File: config.mk
export PLATFORM = sky130hd
export DESIGN_NAME = sample_stream_conditioner
export DESIGN_NICKNAME = d
export VERILOG_FILES = /design/src/rtl/sample_stream_conditioner.sv
export SDC_FILE = /design/constraint.sdc
export NUM_CORES = 1
export LEC_CHECK = 0
export CAP_MARGIN = 20
export CORE_ASPECT_RATIO = 0.75
export CORE_MARGIN = 1
export CORE_UTILIZATION = 35
export CTS_BUF_LIST = sky130_fd_sc_hd__clkbuf_4
export DETAILED_ROUTE_END_ITERATION = 8
export PLACE_DENSITY = 0.64
export SYNTH_ARGS = -nofsm -noshare
export SYNTH_HDL_FRONTEND = slang
export SYNTH_SLANG_ARGS = --single-unit
File: constraint.sdc
create_clock -name clk_sample -period 3.05 [get_ports clk_sample]
set_clock_uncertainty 0.15 [all_clocks]
set_input_delay 0.915 -clock clk_sample [delete_from_list [all_inputs] [get_ports clk_sample]]
set_output_delay 0.915 -clock clk_sample [all_outputs]
set_load 0.05 [all_outputs]
File: src/rtl/sample_stream_conditioner.sv
// Elastic buffer between the packet-to-sample unpacker and the correlator
// front end. Soaks up unpacker stalls, then plays samples out one per cycle
// once PREFILL samples are banked. Underruns and dropped samples are counted
// (saturating) for debug.
module sample_stream_conditioner #(
  parameter int DEPTH   = 16,
  parameter int ADDR_W  = 4,
  parameter int PREFILL = 8,
  parameter int CNT_W   = 16
) (
  input  logic              clk_sample,
  input  logic              reset,
  input  logic              enable,
  input  logic              in_valid,
  input  logic [2:0]        in_data,
  output logic              out_valid,
  output logic [2:0]        out_data,
  output logic [1:0]        state,
  output logic [ADDR_W:0]   fill_level,
  output logic [CNT_W-1:0]  underrun_count,
  output logic [CNT_W-1:0]  overflow_count
);

  typedef enum logic [1:0] {
    S_IDLE    = 2'd0,
    S_PREFILL = 2'd1,
    S_RUN     = 2'd2
  } state_t;

  localparam logic [ADDR_W:0] L_DEPTH   = (ADDR_W+1)'(DEPTH);
  localparam logic [ADDR_W:0] L_PREFILL = (ADDR_W+1)'(PREFILL);

  state_t             r_state;
  logic [2:0]         r_mem [DEPTH];
  logic [ADDR_W-1:0]  r_wr_ptr;
  logic [ADDR_W-1:0]  r_rd_ptr;
  logic [ADDR_W:0]    r_fill;
  logic               r_out_valid;
  logic [2:0]         r_out_data;
  logic [CNT_W-1:0]   r_und_cnt;
  logic [CNT_W-1:0]   r_ovf_cnt;

  logic w_active;
  logic w_rd;
  logic w_wr;
  logic w_drop;

  // Strobes come from registered state only. Enable low suppresses all
  // buffer activity so a flush never moves data or bumps a counter.
  assign w_active = enable && (r_state != S_IDLE);
  assign w_rd     = enable && (r_state == S_RUN) && (r_fill != '0);
  // A full buffer still accepts a sample when a read frees a slot this cycle.
  assign w_wr     = in_valid && w_active && ((r_fill < L_DEPTH) || w_rd);
  assign w_drop   = in_valid && w_active && !w_wr;

  // Sample storage; contents need no reset since fill_level guards reads.
  always_ff @(posedge clk_sample) begin
    if (!reset && w_wr) r_mem[r_wr_ptr] <= in_data;
  end

  // Control: state machine, pointers, fill count, output register, counters.
  always_ff @(posedge clk_sample) begin
    if (reset) begin
      r_state     <= S_IDLE;
      r_wr_ptr    <= '0;
      r_rd_ptr    <= '0;
      r_fill      <= '0;
      r_out_valid <= 1'b0;
      r_out_data  <= 3'd0;
      r_und_cnt   <= '0;
      r_ovf_cnt   <= '0;
    end else if (!enable) begin
      // Flush; debug counters deliberately survive a disable.
      r_state     <= S_IDLE;
      r_wr_ptr    <= '0;
      r_rd_ptr    <= '0;
      r_fill      <= '0;
      r_out_valid <= 1'b0;
      r_out_data  <= 3'd0;
    end else begin
      if (w_wr) r_wr_ptr <= r_wr_ptr + 1'b1;
      if (w_rd) r_rd_ptr <= r_rd_ptr + 1'b1;
      case ({w_wr, w_rd})
        2'b10:   r_fill <= r_fill + 1'b1;
        2'b01:   r_fill <= r_fill - 1'b1;
        default: r_fill <= r_fill;
      endcase
      r_out_valid <= w_rd;
      r_out_data  <= w_rd ? r_mem[r_rd_ptr] : 3'd0;
      if (w_drop && (r_ovf_cnt != '1)) r_ovf_cnt <= r_ovf_cnt + 1'b1;
      case (r_state)
        S_IDLE:    r_state <= S_PREFILL;
        // The cycle that crosses the threshold does not read; RUN reads next.
        S_PREFILL: if (r_fill >= L_PREFILL) r_state <= S_RUN;
        S_RUN: begin
          if (r_fill == '0) begin
            r_state <= S_PREFILL;
            if (r_und_cnt != '1) r_und_cnt <= r_und_cnt + 1'b1;
          end
        end
        default:   r_state <= S_IDLE;
      endcase
    end
  end

  assign out_valid      = r_out_valid;
  assign out_data       = r_out_data;
  assign state          = r_state;
  assign fill_level     = r_fill;
  assign underrun_count = r_und_cnt;
  assign overflow_count = r_ovf_cnt;

endmodule

==> results.py <==
metrics = {
    "run_status": {
        "status": "finished clean",
    },
    "logic_synthesis": {
        "yosys.area.top_type": "edfxtp_1",
        "ys_types": 50,
        "yosysWarnings": 0,
        "syn_area_um2": 4690,
        "ys_seq_area_share_pct": 52.5,
        "synth_edf_count": 48,
        "async_flop_share_pct": 0,
        "synth-seq-cells": 99,
        "syn_avg_cell_area_um2": 11.1,
        "synthCells": 422,
        "synthFlopType": "dfxtp_1",
        "yosys.area.top_type_share_pct": 30.8,
        "synth_area_leaders": "edfxtp_1 31%, dfxtp_1 22%, mux4_2 5.8%",
        "syn-num-nets": 440,
    },
    "clock_tree": {
        "cts-root-buf": "clkbuf_4",
        "clk_latency_ns": 0.44,
        "post_cts_buffers": 0,
        "cts.repair.resized": 0,
        "clk_pin_slew_ns": 0.15,
        "clockBufferDepth": 2,
        "cts_inserted_buffers": 9,
        "cts_tree": "built",
        "clock-sinks": 99,
        "cts_hold_buf": 0,
        "htreeDepth": 3,
    },
    "route": {
        "routedWlPerCell_um": 14.9,
        "vias": 3464,
        "dr.first_iter.drc_count": 167,
        "via_per_inst": 5.26,
        "ant_nets": 0,
        "routed_wl_um": 9800,
        "drc": 0,
        "first_pass_iters": 4,
    },
    "worst_setup_path": {
        "crit_required_ns": 3.28,
        "setup.worst_path.end_class": "flop",
        "cpMaxStageDelayCell": "clkdlybuf4s50_1",
        "critPathKind": "input port to flop",
        "cp_cell_sequence": "clkdlybuf4s50_1 > nand2_1 > a21oi_2 > inv_1 > ha_1 > xor2_1 > ha_1 > a21oi_1 > xnor2_1 > or3_1 > a21oi_1",
        "crit_path_start_kind": "input port",
        "slowest_delay_ns": 0.58,
        "critPathMaxFanout": 6,
        "cp.arrival_ns": 3.14,
        "critical-path-top-delay-family": "buffers and inverters",
        "path_buf_inv": 2,
    },
    "floorplan": {
        "pin_count": 50,
        "dieArea_um2": 13900,
        "rows": 36,
        "coreArea_um2": 13000,
        "die-width_um": 136,
        "initial_utilization_pct": 36.0,
        "die_h_um": 102,
    },
    "sta": {
        "drv_slew": 0,
        "hold-worst-slack_ns": 0.360,
        "min_period_ns": 2.91,
        "max_freq_mhz": 343,
        "rsz0062_at_grt": "false",
        "hold_violations": 0,
        "worst_pin_slew_ns": 0.818,
        "post-route-period-util_pct": 95.5,
        "max_slew_margin_pct": 45.4,
        "tns_ns": 0,
        "finalSetupViolCount": 0,
        "timing.final.ws_setup_ns": 0.137,
    },
    "place": {
        "portBuffers": 49,
        "dp_hpwl_um": 7120,
        "dp_slack_ns": -0.302,
        "postPlaceCellArea_um2": 5460,
        "gp_congestion": 0.783,
    },
    "pwr": {
        "power_density_nw_per_um2": 372,
        "vdd_drop_max_v": 0.000176,
        "total_leakage_power_nw": 1.79,
        "p_total_mw": 2.08,
    },
    "finish": {
        "syn_to_final_growth_pct": 19.1,
        "antennaDiodeCount": 0,
        "drive_gt1_share_pct": 14.6,
        "design_area_um2": 5580,
        "layout_common_cells": "48 x dfxtp_1, 48 x clkdlybuf4s50_1, 48 x edfxtp_1",
        "finalNetCount": 500,
    },
    "run": {
        "cap_violations": 0,
    },
    "global_route": {
        "antenna_found_initial": 0,
        "grt_pass1_wl_um": 16200,
        "grt-ovfl-total": 0,
        "grt_usage_pct": 15.0,
        "grt_max_degree": 48,
        "grt_pass1_vias": 3188,
    },
    "worst_hold_path": {
        "hold_path.class": "flop to flop",
    },
}
-- routing by layer --
layer,track usage (%),vias up,wire length (um)
met5,0,-,0
met4,4.15,0,90
met3,3.17,7,329
met2,23.2,67,4430
met1,21.2,1688,4960
li1,-,1702,-
-- metrics by stage --
step | cells | util (%)
2_1_floorplan | 422 | -
3_3_place_gp | 642 | 42.0
3_5_place_dp | 642 | 42.0
4_1_cts | 658 | 42.9
5_1_grt | 658 | 42.9
6_report | 658 | 42.9
-- power breakdown --
group	switching [mW]	total [mW]	internal (mW)
sequential	0.00199	1.39	1.39
clock	0.449	0.624	0.174
combinational	0.0390	0.0586	0.0196
total	0.490	2.08	1.59
-- Yosys cell counts, types with 6 or more instances --
cell type	count
clkbuf_1	17
mux2i_1	8
inv_1	14
ha_1	11
nand3_1	14
o21ai_0	7
nor4_1	6
nand4_1	9
nor2b_1	17
dfxtp_1	51
a21oi_1	22
nand2b_1	9
mux4_2	12
mux2_2	10
edfxtp_1	48
or3_1	10
nor2_1	47
or4_1	12
o31ai_1	9
a211oi_1	12
xor2_1	6
nand2_1	16
-- worst register-to-register path, delay by kind of cell, from the launching register on --
family                   cells  cell delay, ns
AND/OR/NAND/NOR              2            0.95
XOR/XNOR                     2            0.25
AO/OA/AOI/OAI                3            0.58
adder cells (fa/ha/maj)      2            0.43
flip-flops                   1            0.39
-- sequential cells by signal (all words and copies together) (netlist names) --
register and cells:
fill_level 5, out_valid 1, out_data 3, overflow_count 16
r_wr_ptr 4, underrun_count 16, state 2, r_mem 48
r_rd_ptr 4
-- worst paths after layout --
check / cells past startpoint / end / start / slack (ns)
setup / recovery: 11 / fill_level[2] / enable / 0.14
hold reg to reg: 2 / overflow_count[11] / overflow_count[11] / 0.36
hold / removal: 2 / overflow_count[11] / overflow_count[11] / 0.36
setup reg to reg: 9 / fill_level[2] / fill_level[1] / 0.25
-- kinds of logic after synthesis --
kind of cell	synth area share (%)
and+or+nand+nor	19.1
adders and majority gates	2.94
xor gates and xnor gates	1.68
AOI/OAI and AO/OA	9.77
muxes	10.6
DFF	52.5
buffers and inverters	3.34
-- cell type report --
| class | count | area [um2] |
|---|---|---|
| clock buffer | 9 | 67.6 |
| sequential | 99 | 2470 |
| multi-input combinational | 286 | 2070 |
| inverter | 14 | 52.6 |
| clock inverter | 7 | 51.3 |
| timing repair buffer | 72 | 658 |
| tap | 171 | 214 |
| fill | 1198 | 7440 |
Power figures use the tool's default switching activity.
